## src/rtl/bcd_val_pkg.sv

```systemverilog
// Shared definitions for the BCD-to-binary converter: FSM encoding,
// BCD digit constants and a digit validity helper.
package bcd_val_pkg;

  typedef enum logic [1:0] {
    IDLE  = 2'd0,
    LOAD  = 2'd1,
    SHIFT = 2'd2,
    DONE  = 2'd3
  } state_t;

  localparam logic [3:0] BCD_DIGIT_MAX  = 4'd9;
  localparam logic [3:0] BCD_ADJ_THRESH = 4'd8;
  localparam logic [3:0] BCD_ADJ_SUB    = 4'd3;

  // A packed nibble is a legal decimal digit only for 0..9.
  function automatic logic digit_invalid(input logic [3:0] d);
    return (d > BCD_DIGIT_MAX);
  endfunction

endpackage

```

## src/rtl/bcd_val_if.sv

```systemverilog
// Request/result bundle for bcd_val: the requester holds en with the
// operand until rdy, and the converter returns count/err.
interface bcd_val_if #(
  parameter int DIGITS = 4,
  parameter int BIN_W  = 14
);
  logic                  en;
  logic [4*DIGITS-1:0]   BCD;
  logic                  rdy;
  logic                  busy;
  logic                  err;
  logic [BIN_W-1:0]      count;

  modport master (output en, BCD, input rdy, busy, err, count);
  modport slave  (input en, BCD, output rdy, busy, err, count);
endinterface

```

## src/rtl/bcd_val_digit_adj.sv

```systemverilog
// One digit of the reverse double-dabble correction: after the right
// shift, a digit that reads 8..15 has borrowed a half-weight bit and is
// brought back into range by subtracting 3. Digits below 8 pass through.
module bcd_val_digit_adj
  import bcd_val_pkg::*;
(
  input  logic [3:0] din,
  output logic [3:0] dout
);

  assign dout = (din >= BCD_ADJ_THRESH) ? (din - BCD_ADJ_SUB) : din;

endmodule

```

## src/rtl/bcd_val.sv

```systemverilog
// Sequential BCD-to-binary converter (reverse double-dabble). The operand
// is captured on an accepted request, validated, then shifted right one
// bit per cycle through {bcd_reg, bin_reg}; after 4*DIGITS shifts bin_reg
// holds the binary value and bcd_reg has drained to zero.
module bcd_val
  import bcd_val_pkg::*;
#(
  parameter int DIGITS = 4,
  parameter int BIN_W  = 14
) (
  input  logic     clk,
  input  logic     reset,
  bcd_val_if.slave bus
);

  localparam int NBITS  = 4 * DIGITS;
  localparam int SHIFTS = 4 * DIGITS;
  localparam int ITER_W = $clog2(SHIFTS + 1);

  state_t              state, state_nx;
  logic [NBITS-1:0]    bcd_reg;
  logic [NBITS-1:0]    bin_reg;
  logic [ITER_W-1:0]   iter;
  logic                err_q;
  logic [BIN_W-1:0]    count_q;

  logic [NBITS-1:0]    bcd_shift;
  logic [NBITS-1:0]    bcd_next;
  logic [NBITS-1:0]    bin_next;
  logic                any_bad;
  logic                last_shift;

  // One shift step: move the whole {bcd, bin} pair right by one bit.
  always_comb begin
    {bcd_shift, bin_next} = {bcd_reg, bin_reg} >> 1;
  end

  for (genvar g = 0; g < DIGITS; g++) begin : g_adj
    bcd_val_digit_adj u_adj (
      .din  (bcd_shift[4*g +: 4]),
      .dout (bcd_next[4*g +: 4])
    );
  end

  // Flag an operand containing any nibble outside 0..9.
  always_comb begin
    any_bad = 1'b0;
    for (int i = 0; i < DIGITS; i++) begin
      if (digit_invalid(bcd_reg[4*i +: 4])) any_bad = 1'b1;
    end
  end

  assign last_shift = (iter == ITER_W'(SHIFTS - 1));

  // State register.
  always_ff @(posedge clk or posedge reset) begin
    if (reset) state <= IDLE;
    else       state <= state_nx;
  end

  // Next-state logic; DONE is left only once the requester drops en.
  always_comb begin
    state_nx = state;
    case (state)
      IDLE:    if (bus.en) state_nx = LOAD;
      LOAD:    state_nx = any_bad ? DONE : SHIFT;
      SHIFT:   if (last_shift) state_nx = DONE;
      DONE:    if (!bus.en) state_nx = IDLE;
      default: state_nx = IDLE;
    endcase
  end

  // Datapath: capture, validate, shift/correct and latch the result.
  always_ff @(posedge clk or posedge reset) begin
    if (reset) begin
      bcd_reg <= '0;
      bin_reg <= '0;
      iter    <= '0;
      err_q   <= 1'b0;
      count_q <= '0;
    end else begin
      case (state)
        IDLE: begin
          if (bus.en) begin
            bcd_reg <= bus.BCD;
            bin_reg <= '0;
          end
        end
        LOAD: begin
          if (any_bad) begin
            err_q   <= 1'b1;
            count_q <= '0;
          end else begin
            err_q <= 1'b0;
            iter  <= '0;
          end
        end
        SHIFT: begin
          bcd_reg <= bcd_next;
          bin_reg <= bin_next;
          iter    <= iter + 1'b1;
          if (last_shift) count_q <= bin_next[BIN_W-1:0];
        end
        default: ;
      endcase
    end
  end

  assign bus.rdy   = (state == DONE);
  assign bus.busy  = (state != IDLE);
  assign bus.err   = err_q;
  assign bus.count = count_q;

endmodule

```

## src/flat_wrapper.sv

```systemverilog
// flat-port wrapper written by rule: the top's interface ports become plain ports
module bcd_val_flat import bcd_val_pkg::*;
#(
  parameter int DIGITS = 4,
  parameter int BIN_W  = 14
)
  (clk, reset, bus_en, bus_BCD, bus_rdy, bus_busy, bus_err, bus_count);
  bcd_val_if #(.DIGITS(DIGITS), .BIN_W(BIN_W)) bus_i ();
  input  logic clk;
  input  logic reset;
  input wire logic [$bits(bus_i.en)-1:0] bus_en;
  input wire logic [$bits(bus_i.BCD)-1:0] bus_BCD;
  output wire logic [$bits(bus_i.rdy)-1:0] bus_rdy;
  output wire logic [$bits(bus_i.busy)-1:0] bus_busy;
  output wire logic [$bits(bus_i.err)-1:0] bus_err;
  output wire logic [$bits(bus_i.count)-1:0] bus_count;
  assign bus_i.en = bus_en;
  assign bus_i.BCD = bus_BCD;
  assign bus_rdy = bus_i.rdy;
  assign bus_busy = bus_i.busy;
  assign bus_err = bus_i.err;
  assign bus_count = bus_i.count;
  bcd_val #(.DIGITS(DIGITS), .BIN_W(BIN_W)) u_core (.clk(clk), .reset(reset), .bus(bus_i));
endmodule
```

## config.mk

```make
export PLATFORM = sky130hd
export DESIGN_NAME = bcd_val_flat
export DESIGN_NICKNAME = d
export VERILOG_FILES = /design/src/rtl/bcd_val_pkg.sv /design/src/rtl/bcd_val_if.sv /design/src/rtl/bcd_val_digit_adj.sv /design/src/rtl/bcd_val.sv /design/src/flat_wrapper.sv
export SDC_FILE = /design/constraint.sdc
export NUM_CORES = 1
export LEC_CHECK = 0
export CAP_MARGIN = 20
export CORE_ASPECT_RATIO = 1.1
export CORE_MARGIN = 2
export CORE_UTILIZATION = 42
export CTS_CLUSTER_SIZE = 25
export DETAILED_ROUTE_END_ITERATION = 8
export PLACE_DENSITY = 0.6
export SYNTH_ARGS = -nofsm -noshare
export SYNTH_HDL_FRONTEND = slang
export SYNTH_HIERARCHICAL = 1
export SYNTH_SLANG_ARGS = --single-unit
```

## constraint.sdc

```tcl
create_clock -name clk -period 2.5 [get_ports clk]
set_input_delay 0.375 -clock clk [delete_from_list [all_inputs] [get_ports clk]]
set_output_delay 0.375 -clock clk [all_outputs]
set_load 0.005 [all_outputs]
```

After elaboration in Yosys (flattened, before gate mapping)
Index checks and enable logic that the tools add are counted.
Storage, ports and cells
  register bits after elaboration: 54
  bits of input ports: 19
  logic and storage cells: 59
Cells by class
  add/sub/neg operators: 5
  $lt $le $gt $ge: 8
  eq/ne operators: 9
  muxes and demuxes: 23
  reduce and logical (&&, ||, !) cells: 8
Operators with widths (count)
  $pmux 16 s2: 2
  $mux 16: 2
  $mux 14: 2
  $pmux 14 s2: 1
  $gt 4x4->1 const B: 4
  $mux 4: 4
  $ge 4x4->1 const B: 3
  $sub 4x2->4 const B: 3
  $pmux 5 s2: 1
  $pmux 2 s4: 1
  $mux 1: 6
  $mux 2: 3
  $ne 2x2->1 const B: 3
  $reduce_and 3->1: 2
  $reduce_bool 2->1: 3
  $add 5x1->5 const B: 1
  $eq 5x4->1 const B: 1
  $mux 5: 1
  $eq 2x2->1 const B: 2
  $ge 3x4->1 const B: 1
  $ne 2x1->1 const B: 2
  $reduce_and 2->1: 2
  $sub 3x2->4 const B: 1
  $eq 2x1->1 const B: 1
  $logic_not 2->1: 1

Logic depth before layout (Yosys ltp)
  word-level depth: 7
  mapped depth: 8

Hierarchy
Netlist, hierarchy kept.
By module, submodules not included
  bcd_val: times used 1, cells an instance 281, area an instance 2852.7 µm²
  bcd_val_digit_adj: times used 4, cells an instance 11, area an instance 76.3 µm²

Worst setup path after synthesis
Ideal clock, no wire load.
  kind: flip-flop to flip-flop
  start: reg u_core.iter[0]
  end: reg u_core.count_q[13] (netlist: u_core/bus.count[13])
  library setup time: 138 ps
  arrival: 1584 ps
  setup slack: 778 ps
  stages on the path, launching flop included: 8
  path buffers: 1
  period minus slack after synthesis: 1722 ps
  cells stage by stage: dfrtp_1 > ha_1 > and3_1 > ha_1 > and2_4 > buf_4 > a221oi_1 > a31oi_1
On the way
  word-level cells in the longest chain between the ends: 3
RTL lines
  start, declared: line bcd_val.sv:23  | logic [ITER_W-1:0] iter;
  start signal, assigned: line bcd_val.sv:101  | iter <= iter + 1'b1;
  $eq 5x4->1: line bcd_val.sv:53  | assign last_shift = (iter == ITER_W'(SHIFTS - 1));
  $ne 2x1->1 (no line)
  $reduce_and 3->1 (no line)
  end signal, assigned: line bcd_val.sv:102  | if (last_shift) count_q <= bin_next[BIN_W-1:0];
  end, declared: line bcd_val.sv:25  | logic [BIN_W-1:0] count_q;
No other way between the ends.
A chain may end at the register's enable or synchronous reset.

Worst setup path in the final report
  start: reg u_core.state[0]
  end: out bus_busy
On the way
  word-level cells in the longest chain between the ends: 1
RTL lines
  start, declared: line bcd_val.sv:20  | state_t state, state_nx;
  start signal, assigned: line bcd_val.sv:58  | else state <= state_nx;
  $reduce_bool 2->1: line bcd_val.sv:110  | assign bus.busy = (state != IDLE);
  end, declared: line flat_wrapper.sv:14  | output wire logic [$bits(bus_i.busy)-1:0] bus_busy;
No other way between the ends.

==> metrics.txt <==
critical path's largest stage delay=490 ps; cell type of the slowest stage on the worst timing path=clkdlybuf4s50_1; highest ir drop seen on vdd=between 500 and 600 uV; die footprint=8230 sq um; Iteration-0 DRC Markers=102; IO Count=36; Final Hold Slack=around 430 ps; most used cells in the layout excluding fill and tap cells=53 x dfrtp_1, 50 x nand2_1, 35 x clkdlybuf4s50_1, 21 x nand2b_1, 20 x o21ai_0; cell chain of the critical path=inv_1 -> ha_1 -> inv_1 -> clkdlybuf4s50_1; Avg Cell Area, Syn=just under 10 sq um; worst-skew pair later-pin latency=about 300 ps; DRC Markers=0; transition time at the pin with the least slew margin=534 ps; skew final=roughly 5.6 ps; run status=completed; leakage power summed over all cells=0.00156 uW; number of buffers added for setup after CTS=0; length of the first detailed-routing pass in iterations=4; relative contribution of sequential cells to total power=36.0%; placement row count=33; kind of critical path=reg2out; average wire per standard cell=roughly 14 microns; vias in the first global route=2347; quantity of gates resized following cts=0; Slew HR=64.4%; maxcap violations=0; CP Launch Type=flop; maximum clock frequency=489 MHz; Initial Util=42.7%; H-tree lvl count=2; RSZ-0062 raised after global routing=no; final antenna-violating net count=0; post-route fraction of the period consumed by the critical path=approximately four fifths; wirelength, routed=roughly 6300 microns; clock tree from TritonCTS=done; power density over cell area=approximately 1100 nW/um^2; weighted congestion reported at the end of routability-driven placement=between 0.7 and 0.8; worst path bufs/invs=3; Layout Nets=between 300 and 400; Setup crit end kind=output pin; die span in y=around 95 microns; clock tree root driver cell=clkbuf_8; CTS Buf Count=5; portion of the post-synthesis area used by sequential elements=42.0%; Top cell by count, worst path=inv_1; combinational group share of total power=slightly below 50%; share of layout cells above drive strength 1=about 7.3%; net switching share of the total power=approximately 43%; combined area of all synthesized cells=3160 sq um; data required time at the worst endpoint=2120 ps; width of the chip=between 80 and 90 microns; initial antenna violation count=0; Final Total Pwr=between 3000 and 4000 uW; number of vias after detailed routing=2406; worst slack at placement=roughly 600 ps; proportion of power drawn by the clock network=between 10% and 20%; setup-violating endpoint count in the final report=0; global-route wire length before repair=11400 microns; flip-flop and latch count after synthesis=between 50 and 60; warnings from Yosys=6; routed vias/inst=between 5 and 6; count of input and output buffers=35; CTS max path bufs=2; TritonCTS Sinks=53; Max Fanout on Critical Path=4; DP Wirelength=about 4200 microns; post-synth cell types=45; CTS clk-pin slew, worst paths=100 ps; time the final worst path needs with I/O delays and setup=~2000 ps; critical path's top delay family=buffers and inverters; fill cell count=720; cell internal pwr=about 2200 uW; Psw=1700 uW; post-layout util=approximately 49%; number of diodes added for antenna fixing=0; final-layout setup total negative slack=0 ps; count of hold buffers inserted by post-cts repair=0; overall routing resource usage=between 10% and 20%; total congestion overflow after global routing=0; PnR worst setup slack=approximately 460 ps; most common cell after layout, fill and taps aside=dfrtp_1; Arrival @ worst endpoint=approximately 1700 ps; Largest register FFs=16; Area Overhead vs Synth=15.6%; Mapped Cells=325; Hold Path Class=in2async; number of pins with negative max-slew slack in the final report=0; final hold vios=0; Core Footprint=around 7400 sq um; pin count of the biggest net entering global routing=54
-- per-stage QoR --
step / cells / instance area, sq um
floorplan: 329 / 3170
global placement: 437 / 3550
detailed placement: 437 / 3550
CTS: 444 / 3650
global route: 444 / 3650
finish: 444 / 3650
-- synthesized netlist by cell type --
library cell  instances  area share (%)
dfrtp_1              53              42
nand2_1              50             5.9
nand2b_1             21             4.2
o21ai_0              20             3.2
mux2i_1              19             6.0
nand3_1              19             3.0
a22o_1               15             4.2
inv_1                15             1.8
ha_1                 14             5.5
a21o_1               13             3.1
o2111ai_1            13             3.6
a21oi_1               8             1.3
buf_6                 8             2.9
buf_2                 6            0.95
xnor2_1               5             1.4
clkbuf_1              4            0.48
nor2b_1               4            0.79
xor2_1                4             1.1
nor2_1                3            0.36
o21ai_2               3            0.83
a31oi_1               2            0.40
buf_4                 2            0.48
o211ai_1              2            0.48
a211o_1               1            0.28
a221oi_1              1            0.28
a2bb2oi_1             1            0.28
a311o_1               1            0.32
and2_1                1            0.20
and2_4                1            0.28
and2b_1               1            0.24
and3_1                1            0.20
and4_1                1            0.28
buf_1                 1            0.12
buf_12                1            0.63
conb_1                1            0.12
mux2_2                1            0.36
nand2_4               1            0.36
nand3b_1              1            0.24
nand4_2               1            0.40
nor3_1                1            0.16
nor4b_1               1            0.28
o21a_1                1            0.24
o21ai_1               1            0.16
o221ai_2              1            0.48
o311ai_1              1            0.28
-- per-layer routing --
metal  global-route usage [%]  share of wire [%]  vias to the layer above
li1                         -                  -                     1200
met3                     2.45                2.4                        2
met2                     29.6                 51                       29
met1                     22.8                 46                     1175
met4                     3.91               0.39                        0
met5                        0                  0                        -
-- kinds of logic after synthesis --
family                     synth area share, %
adders and majority gates                 5.55
and+or+nand+nor                           16.9
other                                    0.119
muxes                                     6.38
buffers and inverters                     7.29
DFF                                       42.0
xor gates and xnor gates                  2.50
AOI/OAI and AO/OA                         19.3
-- worst paths after layout --
check / end / slack, ps / cells after the start / start
max: bus_busy / 460 / 4 / u_core/state[0]$_DFFE_PP0P_
min: u_core/bin_reg[4]$_DFFE_PP0P_ / 430 / 3 / reset
max reg2reg: u_core/iter[3]$_DFFE_PP0P_ / 610 / 6 / u_core/state[0]$_DFFE_PP0P_
min reg2reg: u_core/bcd_reg[0]$_DFFE_PP0P_ / 500 / 2 / u_core/bcd_reg[0]$_DFFE_PP0P_
max in group asynchronous: u_core/bcd_reg[2]$_DFFE_PP0P_ / 1830 / 3 / reset
min in group clk: u_core/bcd_reg[0]$_DFFE_PP0P_ / 500 / 2 / u_core/bcd_reg[0]$_DFFE_PP0P_
-- worst reg2reg max path: stages (launching register included) --
cell,delay [ps]
dfrtp_1,420
inv_1,110
ha_2,420
buf_4,340
nand2b_1,120
o311ai_1,280
a311o_1,150
-- layout make-up --
type	count	area [sq um]	area share, %
Timing Repair Buffer	43	423	11.6
Sequential cell	53	1330	36.3
Multi-Input combinational cell	239	1630	44.7
Inverter	15	56.3	1.54
Clock inverter	2	35.0	0.960
Tap cell	87	109	2.98
Clock buffer	5	68.8	1.89
-- power groups by stage --
stage,Clock [uW],Combinational [uW],Sequential [uW]
after floorplan,0,1720,1360
after global placement,0,1930,1430
after detailed placement,0,1980,1430
after CTS,594,1990,1420
after global routing,626,2210,1470
final,570,1950,1410
Power figures use the tool's default switching activity.
